## src/rtl/mult_pkg.sv

```systemverilog
// rtl/mult_pkg.sv - shared widths, state encoding and constants for the multiply-accumulate slice
//
// Purpose: default widths for the product/accumulator/run-length paths, the
// accumulator FSM state type and the all-ones saturation value.
// Ports: none (package).
package mult_pkg;

  localparam int P_WIDTH_DEF   = 32;
  localparam int ACC_WIDTH_DEF = 40;
  localparam int LEN_WIDTH_DEF = 8;

  typedef enum logic [1:0] {
    IDLE  = 2'd0,
    ACCUM = 2'd1,
    HOLD  = 2'd2
  } state_t;

  // Saturation value at the default accumulator width; parametrised
  // instances use '1 of their own width.
  localparam logic [ACC_WIDTH_DEF-1:0] ACC_MAX = '1;

endpackage

```

## src/rtl/mult_accumulator_if.sv

```systemverilog
// rtl/mult_accumulator_if.sv - product input / result output bundle of the accumulator
//
// Purpose: groups the run control, product handshake and result handshake.
// Ports (signals):
//   clear     abort of partial run and held result
//   len       products per run (0 means 1)
//   p_in/p_valid/p_ready           product stream into the accumulator
//   acc_out/acc_valid/acc_ready    result stream out of the accumulator
//   acc_ovf   saturation flag qualifying acc_out
// Modports: master = upstream producer plus result consumer, slave = accumulator.
interface mult_accumulator_if #(
  parameter int P_WIDTH   = mult_pkg::P_WIDTH_DEF,
  parameter int ACC_WIDTH = mult_pkg::ACC_WIDTH_DEF,
  parameter int LEN_WIDTH = mult_pkg::LEN_WIDTH_DEF
) ();

  logic                 clear;
  logic [LEN_WIDTH-1:0] len;
  logic [P_WIDTH-1:0]   p_in;
  logic                 p_valid;
  logic                 p_ready;
  logic [ACC_WIDTH-1:0] acc_out;
  logic                 acc_valid;
  logic                 acc_ready;
  logic                 acc_ovf;

  modport master (
    output clear, len, p_in, p_valid, acc_ready,
    input  p_ready, acc_out, acc_valid, acc_ovf
  );

  modport slave (
    input  clear, len, p_in, p_valid, acc_ready,
    output p_ready, acc_out, acc_valid, acc_ovf
  );

endinterface

```

## src/rtl/sat_adder.sv

```systemverilog
// rtl/sat_adder.sv - combinational unsigned saturating adder with carry flag
//
// Purpose: sum = a + b clamped to all-ones when the true sum does not fit.
// Ports:
//   a, b   WIDTH-bit unsigned operands
//   sum    WIDTH-bit saturated result
//   carry  1 when the unsaturated sum overflowed WIDTH bits
module sat_adder #(
  parameter int WIDTH = mult_pkg::ACC_WIDTH_DEF
) (
  input  logic [WIDTH-1:0] a,
  input  logic [WIDTH-1:0] b,
  output logic [WIDTH-1:0] sum,
  output logic             carry
);

  logic [WIDTH:0] raw;

  always_comb begin
    raw   = {1'b0, a} + {1'b0, b};
    carry = raw[WIDTH];
    sum   = carry ? '1 : raw[WIDTH-1:0];
  end

endmodule

```

## src/rtl/mult_accumulator.sv

```systemverilog
// rtl/mult_accumulator.sv - run-length saturating accumulator of multiplier products
//
// Purpose: sums a run of len products into a saturating accumulator and
// presents each finished sum on a valid/ready result port.
// Ports:
//   clk   rising-edge clock
//   rst   asynchronous active-high reset
//   bus   mult_accumulator_if slave: clear, len, p_in/p_valid/p_ready,
//         acc_out/acc_valid/acc_ready, acc_ovf
module mult_accumulator
  import mult_pkg::*;
#(
  parameter int P_WIDTH   = P_WIDTH_DEF,
  parameter int ACC_WIDTH = ACC_WIDTH_DEF,
  parameter int LEN_WIDTH = LEN_WIDTH_DEF
) (
  input  logic               clk,
  input  logic               rst,
  mult_accumulator_if.slave  bus
);

  state_t               state;
  logic [ACC_WIDTH-1:0] acc;
  logic [ACC_WIDTH-1:0] p_ext;
  logic [ACC_WIDTH-1:0] sum;
  logic                 carry;
  logic                 ovf;
  logic                 run_ovf;
  // One bit wider than len so a run of 2^LEN_WIDTH-1 never wraps.
  logic [LEN_WIDTH:0]   cnt;
  logic [LEN_WIDTH:0]   cnt_inc;
  logic [LEN_WIDTH-1:0] len_q;
  logic                 accept;

  assign p_ext   = ACC_WIDTH'(bus.p_in);
  assign cnt_inc = cnt + (LEN_WIDTH+1)'(1);
  assign run_ovf = ovf | carry;

  // Depends on state only, so upstream can never create a loop through p_valid.
  assign bus.p_ready = !rst && (state != HOLD);
  assign accept      = bus.p_valid && bus.p_ready;

  sat_adder #(.WIDTH(ACC_WIDTH)) u_sat_adder (
    .a     (acc),
    .b     (p_ext),
    .sum   (sum),
    .carry (carry)
  );

  always_ff @(posedge clk or posedge rst) begin
    if (rst) begin
      state         <= IDLE;
      acc           <= '0;
      cnt           <= '0;
      len_q         <= '0;
      ovf           <= 1'b0;
      bus.acc_out   <= '0;
      bus.acc_valid <= 1'b0;
      bus.acc_ovf   <= 1'b0;
    end else if (bus.clear) begin
      // Abort wins over every transition; a product offered now is dropped.
      state         <= IDLE;
      acc           <= '0;
      cnt           <= '0;
      ovf           <= 1'b0;
      bus.acc_out   <= '0;
      bus.acc_valid <= 1'b0;
      bus.acc_ovf   <= 1'b0;
    end else begin
      case (state)
        IDLE: begin
          if (accept) begin
            acc <= p_ext;
            ovf <= 1'b0;
            cnt <= (LEN_WIDTH+1)'(1);
            if (bus.len <= LEN_WIDTH'(1)) begin
              // Single-product run (len 0 is treated as 1).
              len_q         <= LEN_WIDTH'(1);
              state         <= HOLD;
              bus.acc_out   <= p_ext;
              bus.acc_ovf   <= 1'b0;
              bus.acc_valid <= 1'b1;
            end else begin
              len_q <= bus.len;
              state <= ACCUM;
            end
          end
        end
        ACCUM: begin
          if (accept) begin
            acc <= sum;
            ovf <= run_ovf;
            cnt <= cnt_inc;
            if (cnt_inc == {1'b0, len_q}) begin
              state         <= HOLD;
              bus.acc_out   <= sum;
              bus.acc_ovf   <= run_ovf;
              bus.acc_valid <= 1'b1;
            end
          end
        end
        HOLD: begin
          if (bus.acc_ready) begin
            state         <= IDLE;
            bus.acc_valid <= 1'b0;
          end
        end
        default: state <= IDLE;
      endcase
    end
  end

endmodule

```

## src/flat_wrapper.sv

```systemverilog
// flat-port wrapper written by rule: the top's interface ports become plain ports
module mult_accumulator_flat import mult_pkg::*;
#(
  parameter int P_WIDTH   = P_WIDTH_DEF,
  parameter int ACC_WIDTH = ACC_WIDTH_DEF,
  parameter int LEN_WIDTH = LEN_WIDTH_DEF
)
  (clk, rst, bus_clear, bus_len, bus_p_in, bus_p_valid, bus_acc_ready, bus_p_ready, bus_acc_out, bus_acc_valid, bus_acc_ovf);
  mult_accumulator_if #(.P_WIDTH(P_WIDTH), .ACC_WIDTH(ACC_WIDTH), .LEN_WIDTH(LEN_WIDTH)) bus_i ();
  input  logic clk;
  input  logic rst;
  input wire logic [$bits(bus_i.clear)-1:0] bus_clear;
  input wire logic [$bits(bus_i.len)-1:0] bus_len;
  input wire logic [$bits(bus_i.p_in)-1:0] bus_p_in;
  input wire logic [$bits(bus_i.p_valid)-1:0] bus_p_valid;
  input wire logic [$bits(bus_i.acc_ready)-1:0] bus_acc_ready;
  output wire logic [$bits(bus_i.p_ready)-1:0] bus_p_ready;
  output wire logic [$bits(bus_i.acc_out)-1:0] bus_acc_out;
  output wire logic [$bits(bus_i.acc_valid)-1:0] bus_acc_valid;
  output wire logic [$bits(bus_i.acc_ovf)-1:0] bus_acc_ovf;
  assign bus_i.clear = bus_clear;
  assign bus_i.len = bus_len;
  assign bus_i.p_in = bus_p_in;
  assign bus_i.p_valid = bus_p_valid;
  assign bus_i.acc_ready = bus_acc_ready;
  assign bus_p_ready = bus_i.p_ready;
  assign bus_acc_out = bus_i.acc_out;
  assign bus_acc_valid = bus_i.acc_valid;
  assign bus_acc_ovf = bus_i.acc_ovf;
  mult_accumulator #(.P_WIDTH(P_WIDTH), .ACC_WIDTH(ACC_WIDTH), .LEN_WIDTH(LEN_WIDTH)) u_core (.clk(clk), .rst(rst), .bus(bus_i));
endmodule
```

## config.mk

```make
export PLATFORM = sky130hd
export DESIGN_NAME = mult_accumulator_flat
export DESIGN_NICKNAME = d
export VERILOG_FILES = /design/src/rtl/mult_pkg.sv /design/src/rtl/mult_accumulator_if.sv /design/src/rtl/sat_adder.sv /design/src/rtl/mult_accumulator.sv /design/src/flat_wrapper.sv
export SDC_FILE = /design/constraint.sdc
export NUM_CORES = 1
export LEC_CHECK = 0
export BUFFER_PORTS_ARGS = -buffer_cell sky130_fd_sc_hd__buf_2
export CORE_ASPECT_RATIO = 0.5
export CORE_MARGIN = 3
export CORE_UTILIZATION = 45
export DETAILED_ROUTE_END_ITERATION = 12
export SLEW_MARGIN = 10
export SYNTH_ARGS = -nofsm -noshare
export SYNTH_HDL_FRONTEND = slang
export SYNTH_SLANG_ARGS = --single-unit
```

## constraint.sdc

```tcl
create_clock -name clk -period 4.84 [get_ports clk]
set_clock_uncertainty 0.05 [all_clocks]
set_input_delay 0.968 -clock clk [delete_from_list [all_inputs] [get_ports clk]]
set_output_delay 0.968 -clock clk [all_outputs]
set_load 0.01 [all_outputs]
```

**Word level (Yosys, flattened, before mapping)**

Cells that the tools add are included.

- Register bits: 102
- Latch bits: 0
- Memory bits (writable): 0
- Bits in read-only memories: 0
- Input port bits: 45
- Output and inout bits: 43
- Logic and storage cells: 73
- Memories: 0

- Add/subtract/negate cells: 2
- Multiply operators: 0
- Div/mod/pow operators: 0
- Order comparisons: 1
- Equal/unequal tests: 9
- Shifts and indexed selects: 0
- Mux-type cells: 40
- Bitwise logic cells: 2
- Reduce and logical (&&, ||, !) cells: 11

Operator list:

| cell | count |
|---|---|
| two-way mux 40 bit | 9 |
| one-hot mux 40 bit (2 select lines) | 2 |
| adder 40 x 32 -> 41 bit | 1 |
| two-way mux 9 bit | 3 |
| one-hot mux 9 bit (2 select lines) | 1 |
| two-way mux 1 bit | 14 |
| two-way mux 2 bit | 6 |
| != test 3 x 2 -> 1 bit (second input constant) | 4 |
| adder 9 x 1 -> 9 bit (second input constant) | 1 |
| equality test 9 x 8 -> 1 bit | 1 |
| <= comparator 8 x 1 -> 1 bit (second input constant) | 1 |
| two-way mux 8 bit | 1 |
| one-hot mux 2 bit (3 select lines) | 1 |
| AND reduction 3 bit | 2 |
| AND reduction 6 bit | 1 |
| AND reduction 5 bit | 1 |
| one-hot mux 1 bit (2 select lines) | 2 |
| AND reduction 4 bit | 1 |
| nonzero test 4 bit | 1 |
| != test 3 bit (second input constant) | 1 |
| one-hot mux 1 bit (3 select lines) | 1 |
| nonzero test 3 bit | 1 |
| equality test 2 x 1 -> 1 bit (second input constant) | 1 |
| equality test 2 bit (second input constant) | 1 |
| other kinds (6) | 7 |

**Logic depth before layout (Yosys ltp)**

Gate-level depths: netlist of the first run.

- Word-level depth: 6
- Gate-level depth with buffers: 13
- Mapped depth without buffers: 11

**Cells and area by module**

From an unflattened synthesis of the first run, not the netlist that was laid out.

- Cells, all modules: 847
- Area, all modules: 7,279.5 sq um

Modules (own cells, without submodules):

| module | times used | cells each | area each (sq um) | seq. area each (sq um) |
|---|---|---|---|---|
| mult_accumulator | 1 | 448 | 4,594.4 | 2,552.4 |
| sat_adder | 1 | 399 | 2,685.1 | 0.0 |

**Worst setup path before layout of the first run**

No wires, ideal clock.

- Path kind: input-to-reg
- Start point: input bus_p_in[0]
- End point: register u_core.bus.acc_out[22]
- Setup time: 121 ps
- Arrival: 3,519 ps
- Data required time: 4,669 ps
- Slack: 1,151 ps
- Cell stages on the path: 12
- Buffers on the path: 2
- Path through: ha_1 fa_1 a21o_2 a211o_4 and3b_4 o2111ai_4 a31oi_4 a211oi_2 buf_4 buf_6 a21oi_1 a22o_1

- Longest elaborated chain between the ends: 6

RTL lines:

| element | RTL line | RTL |
|---|---|---|
| start, declared | flat_wrapper.sv:14 | `input wire logic [$bits(bus_i.p_in)-1:0] bus_p_in;` |
| adder 40 x 32 -> 41 bit | sat_adder.sv:20 | `raw = {1'b0, a} + {1'b0, b};` |
| two-way mux 40 bit | sat_adder.sv:22 | `sum = carry ? '1 : raw[WIDTH-1:0];` |
| two-way mux 40 bit | mult_accumulator.sv:94 | `if (cnt_inc == {1'b0, len_q}) begin` |
| two-way mux 40 bit | mult_accumulator.sv:90 | `if (accept) begin` |
| one-hot mux 40 bit (2 select lines) | mult_accumulator.sv:70 | `case (state)` |
| two-way mux 40 bit | mult_accumulator.sv:60 | `end else if (bus.clear) begin` |
| end signal, assigned | mult_accumulator.sv:80 | `bus.acc_out <= p_ext;` |
| end signal, assigned | mult_accumulator.sv:96 | `bus.acc_out <= sum;` |
| end, declared | mult_accumulator_if.sv:34 | `output p_ready, acc_out, acc_valid, acc_ovf` |

No other way between the ends. The select of a mux whose other input is x is not followed.
A chain may end at the register's enable or synchronous reset.

**Worst setup path after layout of the first run**

- Start point: input bus_p_in[0]
- End point: register u_core.bus.acc_out[5]

The elaborated chain is that of the path after synthesis.

==> results.toml, run 1 <==
[synth]
yosysTopAreaCell = "dfrtp_1"
synthArstFlopShare_pct = 100
synthDistinctLibCells = 72
syn-cell-area_um2 = 7050
synth-main-ff-cell = "dfrtp_1"
avgSynthCellArea_um2 = 9.10
syn_nets = 857
yosys.area.top_type_share_pct = 36.2
yosysWarnings = 0
synth-xor-area-share_pct = 4.84
synth_top_family_by_area = "compound AO/OA/AOI/OAI gates"
syn_inst = 775
yosys-top-cells-area = "dfrtp_1, ha_1, nand2_1"
yosysSeqAreaShare_pct = 36.2
synth_fa_ha_area_share_pct = 6.67
synthMuxAreaShare_pct = 4.20
yosys.area_share.simple_pct = 17.8
synth_edf_count = 0
ys_seq_elements = 102
synth_compound_area_share_pct = 26.0

[worst_setup_path]
worstSetupEndpointType = "flip-flop"
crit_path_start_kind = "input port"
worstSetupPathType = "in2reg"
cp.arrival_ns = 4.03
endpoint = "u_core.bus.acc_out[5]"
reg2reg_to = "u_core.bus.acc_out[5]"
worstPathRequired_ns = 5.04
r2r_setup_slack_ns = 1.35
reg2reg_from = "u_core.acc[0]"
crit_fanout = 11
critPathLaunch = "bus_p_in[0]"
rr_worst_depth = 12

[clocking]
cts_max_level = 3
cts-root-buf = "clkbuf_16"
post_cts_buffers = 0
post_cts_resized = 0
clock_latency_ns = 0.36
holdBufCountCts = 0
cts_made_buffers = 9
clock-sinks = 102
cts_tree = "yes"
cts_buffer_depth = 2
clk_pin_slew_worst_paths_ns = 0.08

[die]
die_w_um = 183
die-area_um2 = 17300
fp.coreArea_um2 = 14900
start_util_pct = 47.4
pin_count = 88
die_h_um = 94.5
rows = 31

[pwr]
seq_power_share_pct = 35.2
pwr-share-comb_pct = 42.5
switching_power_uw = 1320
finalPower_uw = 3260
clockPowerShare_pct = 22.3
p_leak_uw = 0.00367
pwr_density_cell_nw_per_um2 = 414
ir_worst_vdd_uv = 273
intPower_uw = 1940
swShare_pct = 40.5

[finish]
antenna_cells = 0
drive_above_1_share_pct = 19.7
fin_area_um2 = 7870
fin_cells = 1039
area_growth_pct = 11.5
final_nets = 918
nFillCells = 1430

[routing]
first_pass_iters = 5
via_per_inst = 5.95
routed_wl_um = 19600
via_count = 6187
wl_per_cell_um = 18.8
drc = 0
detail-route-antenna-nets = 0
drtIter0Drc = 523

[place]
place_hpwl_um = 14200
placed_cells = 1023
routabilityCongestion = 0.881
detailed_place.area_um2 = 7580
port-buffer-count = 87

[job]
maxCapViolations = 0

[grt]
grt_use_total_pct = 23.1
grt_max_degree = 73
globalRouteOverflowTotal = 0
antenna_found_initial = 0
grt_pass1_wl_um = 31800
first_global_vias = 5947

[timing]
setup_viol = 0
slew_violations = 0
holdWs_ns = 0.430
fin_crit_ns = 3.83
rsz0062_at_grt = "no"
min_period_over_period_pct = 79.2
finalHoldViolations = 0
setup_tns_ns = 0
clock.fmax_ghz = 0.261
tightestPinTransition_ns = 0.928
max_slew_margin_pct = 38.1

[min_path]
min_from = "u_core.bus.acc_out[23]"
min_path_type = "reg2reg"

[status]
outcome = "completed"
==> sequential cells by signal, summed over array words and instances (netlist names) <==
signal	cells
u_core.acc	40
u_core.bus.acc_out	40
u_core.bus.acc_ovf	1
u_core.bus.acc_valid	1
u_core.cnt	9
u_core.len_q	8
u_core.ovf	1
u_core.state	2
==> metal layers <==
layer	routed length [um]	vias to the layer above	track usage [%]
li1	-	2987	-
met5	0	-	0
met1	10100	3006	34.7
met4	215	0	4.50
met3	988	18	4.46
met2	8290	176	34.7
==> cell usage after synthesis, drive strengths merged (3+ instances only) <==
cell / count
dfrtp: 102
nand2: 78
nor2: 70
a21oi: 55
o21ai: 46
ha: 36
clkbuf: 29
a21o: 28
xnor2: 23
a31oi: 22
mux2: 21
buf: 19
a22o: 17
nor3: 17
and3: 16
xor2: 16
a211oi: 13
inv: 13
a311oi: 12
o31ai: 12
nand3: 9
nor2b: 9
nor3b: 9
o211ai: 9
a211o: 7
and2: 7
nand2b: 7
o41ai: 7
mux2i: 6
nand3b: 6
nand4: 6
o21a: 5
o21bai: 5
or3: 5
a221oi: 4
nor4: 4
a2111oi: 3
and4: 3
or2: 3
==> worst max-delay path: stages <==
cell	delay, ns
buf_2	0.11
ha_1	0.23
fa_1	0.42
a21o_2	0.25
a211o_4	0.36
and3b_4	0.21
o2111ai_4	0.25
a31oi_4	0.20
a31oi_2	0.23
buf_4	0.19
nand2b_4	0.18
a311oi_1	0.12
mux2_2	0.31
==> power groups by stage <==
| stage | Sequential [uW] | Clock [uW] | Combinational [uW] |
|---|---|---|---|
| finish | 1150 | 726 | 1390 |
| floorplan | 1180 | 0 | 970 |
| CTS | 1150 | 744 | 1390 |
| global placement | 1160 | 0 | 1370 |
| detailed placement | 1160 | 0 | 1380 |
| global route | 1170 | 781 | 1530 |
==> cell families (layout without fill, tap and decap cells) <==
kind of cell,count (synthesis),count (layout)
flops,102,102
compound gates,258,258
mux,27,27
xor+xnor,39,39
simple gates,251,251
buf+inv,61,127
fa+ha+maj,37,37
==> cells in the final DEF, fill, tap and decap left out, types with 21 or more instances in the layout <==
master / instances
nor2_1: 67
nand2_1: 78
o21ai_0: 38
buf_2: 87
mux2_2: 21
ha_1: 35
dfrtp_1: 102
xnor2_1: 23
a21oi_1: 54
a21o_1: 25
==> per-stage QoR <==
step / setup WS, ns / utilization, %
3_3_place_gp: 0.749 / 50.9
3_5_place_dp: 0.692 / 50.9
6_report: 1.01 / 52.8
2_1_floorplan: 1.15 / -
4_1_cts: 1.05 / 52.8
5_1_grt: 0.910 / 52.8
==> worst min-delay path by stage <==
stage                     depth (start not counted)  slack, ns                endpoint
final                                             2       0.43  u_core.bus.acc_out[23]
after global routing                              2       0.45  u_core.bus.acc_out[23]
after detailed placement                          1       0.41  u_core.bus.acc_out[16]
after CTS                                         2       0.43   u_core.bus.acc_out[8]
after global placement                            2       0.40   u_core.bus.acc_out[8]
after floorplan                                   2       0.40          u_core.acc[10]
==> final cells by class <==
cell class              instances  area (um^2)  area share, %
multi-input cells             612         4210           53.6
flip-flops and latches        102         2550           32.4
well taps                     198          248           3.15
clock inverters                 6         56.3          0.716
repair buffers                 98          518           6.58
clock buffers                  10          229           2.91
inverters                      13         51.3          0.652
Note: power is estimated with default switching activity, not from simulation.
==> run 2: changes to the inputs <==
- PLACE_DENSITY: not set -> 0.67
- clock period: 4.84 -> 3.3 ns (I/O delays scaled with it)
==> run 2 against run 1 <==
Against the previous run: non-clock buffer count up 73; critical endpoint is now u_core.bus.acc_out[27]; clock power up 47%; utilization up 4.6 points; first-iteration DRC count down 0.38%; worst setup slack worse by 0.93 ns; global-route usage up 0.35 points; clock-buffer cell count down 1; routed wire length up 1.9%.
==> results.toml, run 2 (same netlist as run 1, synthesis figures left out) <==
[die]
rows = 31
die_h_um = 94.5
die_w_um = 183
start_util_pct = 47.4
fp.coreArea_um2 = 14900
die-area_um2 = 17300
pin_count = 88

[timing]
rsz0062_at_grt = "yes"
worst_slack_ns = 0.0766
finalHoldViolations = 0
min_period_over_period_pct = 97.7
setup_viol = 0
clock.fmax_ghz = 0.310
holdWs_ns = 0.411
tightestPinTransition_ns = 0.841
fin_crit_ns = 3.22
max_slew_margin_pct = 43.9
setup_tns_ns = 0
slew_violations = 0

[finish]
final_nets = 991
nFillCells = 1345
drive_above_1_share_pct = 27.4
final_util_pct = 57.4
antenna_cells = 0
final_cell_mix = "dfrtp_1, buf_2, buf_4, nand2_1, nor2_1"
final_common_cell = "dfrtp_1"
reg_top3 = "u_core.acc: 40 flops, u_core.bus.acc_out: 40 flops, u_core.cnt: 9 flops"
area_growth_pct = 21.2

[min_path]
min_path_type = "in2async"

[clocking]
cts-root-buf = "clkbuf_16"
cts_max_level = 3
cts_made_buffers = 9
clock_latency_ns = 0.37
cts_buffer_depth = 2
cts_tree = "yes"
clock-sinks = 102
holdBufCountCts = 0
clk_pin_slew_worst_paths_ns = 0.08

[grt]
globalRouteOverflowTotal = 0
met3_usage_pct = 5.77
top_usage_layer = "met2"
grt_pass1_wl_um = 32400
grtUsageMet2_pct = 36.1
first_global_vias = 6278
grt_use_met1_pct = 33.5
grt_use_total_pct = 23.5
antenna_found_initial = 0
grt_max_degree = 64

[pwr]
finalPower_uw = 5070
ir_worst_vdd_uv = 352
pwr_density_cell_nw_per_um2 = 593
p_leak_uw = 0.00406

[routing]
drc = 0
first_pass_iters = 5
detail-route-antenna-nets = 0
drtIter0Drc = 521
via_count = 6476
wl_per_cell_um = 17.9
via_per_inst = 5.82
routed_wl_um = 19900

[place]
place_hpwl_um = 14600
pre_cts_ws_ns = -0.463
port-buffer-count = 87
routabilityCongestion = 0.981

[worst_setup_path]
worstSetupPathType = "reg2reg"
rr_worst_depth = 12
r2r_setup_slack_ns = 0.08
cp.arrival_ns = 3.41
reg2reg_from = "u_core.acc[0]"
worstSetupEndpointType = "flip-flop"
reg2reg_to = "u_core.bus.acc_out[27]"
crit_path_start_kind = "flip-flop"
worstPathRequired_ns = 3.49
critPathLaunch = "u_core.acc[0]"
endpoint = "u_core.bus.acc_out[27]"
crit_fanout = 7

[job]
maxCapViolations = 0

[status]
outcome = "completed"
[run 2: cell types whose count changed in the layout (fill, tap and decap cells not counted), sizes merged]
cell / previous run / this run
buf: 98 / 170
clkinv: 3 / 2
clkinvlp: 1 / 2
inv: 15 / 16
[run 2: worst min-delay path by stage]
| stage | startpoint | endpoint | slack [ns] | depth (start not counted) |
|---|---|---|---|---|
| finish | rst | u_core.acc[1] | 0.41 | 3 |
| global route | u_core.bus.acc_out[7] | u_core.bus.acc_out[7] | 0.46 | 2 |
| CTS | rst | u_core.state[1] | 0.42 | 3 |
| detailed placement | u_core.bus.acc_out[8] | u_core.bus.acc_out[8] | 0.41 | 2 |
| global placement | u_core.bus.acc_out[7] | u_core.bus.acc_out[7] | 0.40 | 2 |
| floorplan | u_core.acc[10] | u_core.acc[10] | 0.40 | 2 |
[run 2: repair_timing]
item	in CTS	in global routing
buffers inserted	0	4
resized for setup	2	16
pin swaps	1	8
gates cloned	0	1
endpoints found under the setup margin	4	36
[run 2: metal layers]
layer / vias up / part of all wire (%)
met2: 182 / 44
met4: 0 / 1.4
met1: 3128 / 49
met3: 22 / 6.4
met5: - / 0
li1: 3144 / -
[run 2: power by group]
part	switching (uW)	internal [uW]
registers	178	1510
logic	1300	1010
clock network	542	529
[run 2: critical path, cell delays in order, from the launching register on]
cell and delay, ns:
dfrtp_1 0.42, ha_4 0.18, fa_2 0.35, a21o_4 0.22, a211o_4 0.34, and3b_4 0.20
o2111ai_4 0.23, a31oi_4 0.18, a211oi_4 0.28, buf_6 0.14, buf_8 0.12, a211oi_1 0.08
mux2_4 0.30
[run 2: layout make-up]
cell class / count / area [um^2] / share of cell area [%]
multi-input cells: 612 / 4290 / 50.2
clock inverters: 7 / 62.6 / 0.732
repair buffers: 171 / 1110 / 13.0
clock buffers: 9 / 225 / 2.64
inverters: 13 / 52.6 / 0.615
flip-flops and latches: 102 / 2550 / 29.9
well taps: 198 / 248 / 2.90
[run 2: through the flow]
| stage | cells | area [um^2] |
|---|---|---|
| 3_3_place_gp | 1091 | 8140 |
| 6_report | 1112 | 8550 |
| 4_1_cts | 1107 | 8440 |
| 5_1_grt | 1112 | 8550 |
| 2_1_floorplan | 775 | 7070 |
| 3_5_place_dp | 1091 | 8140 |
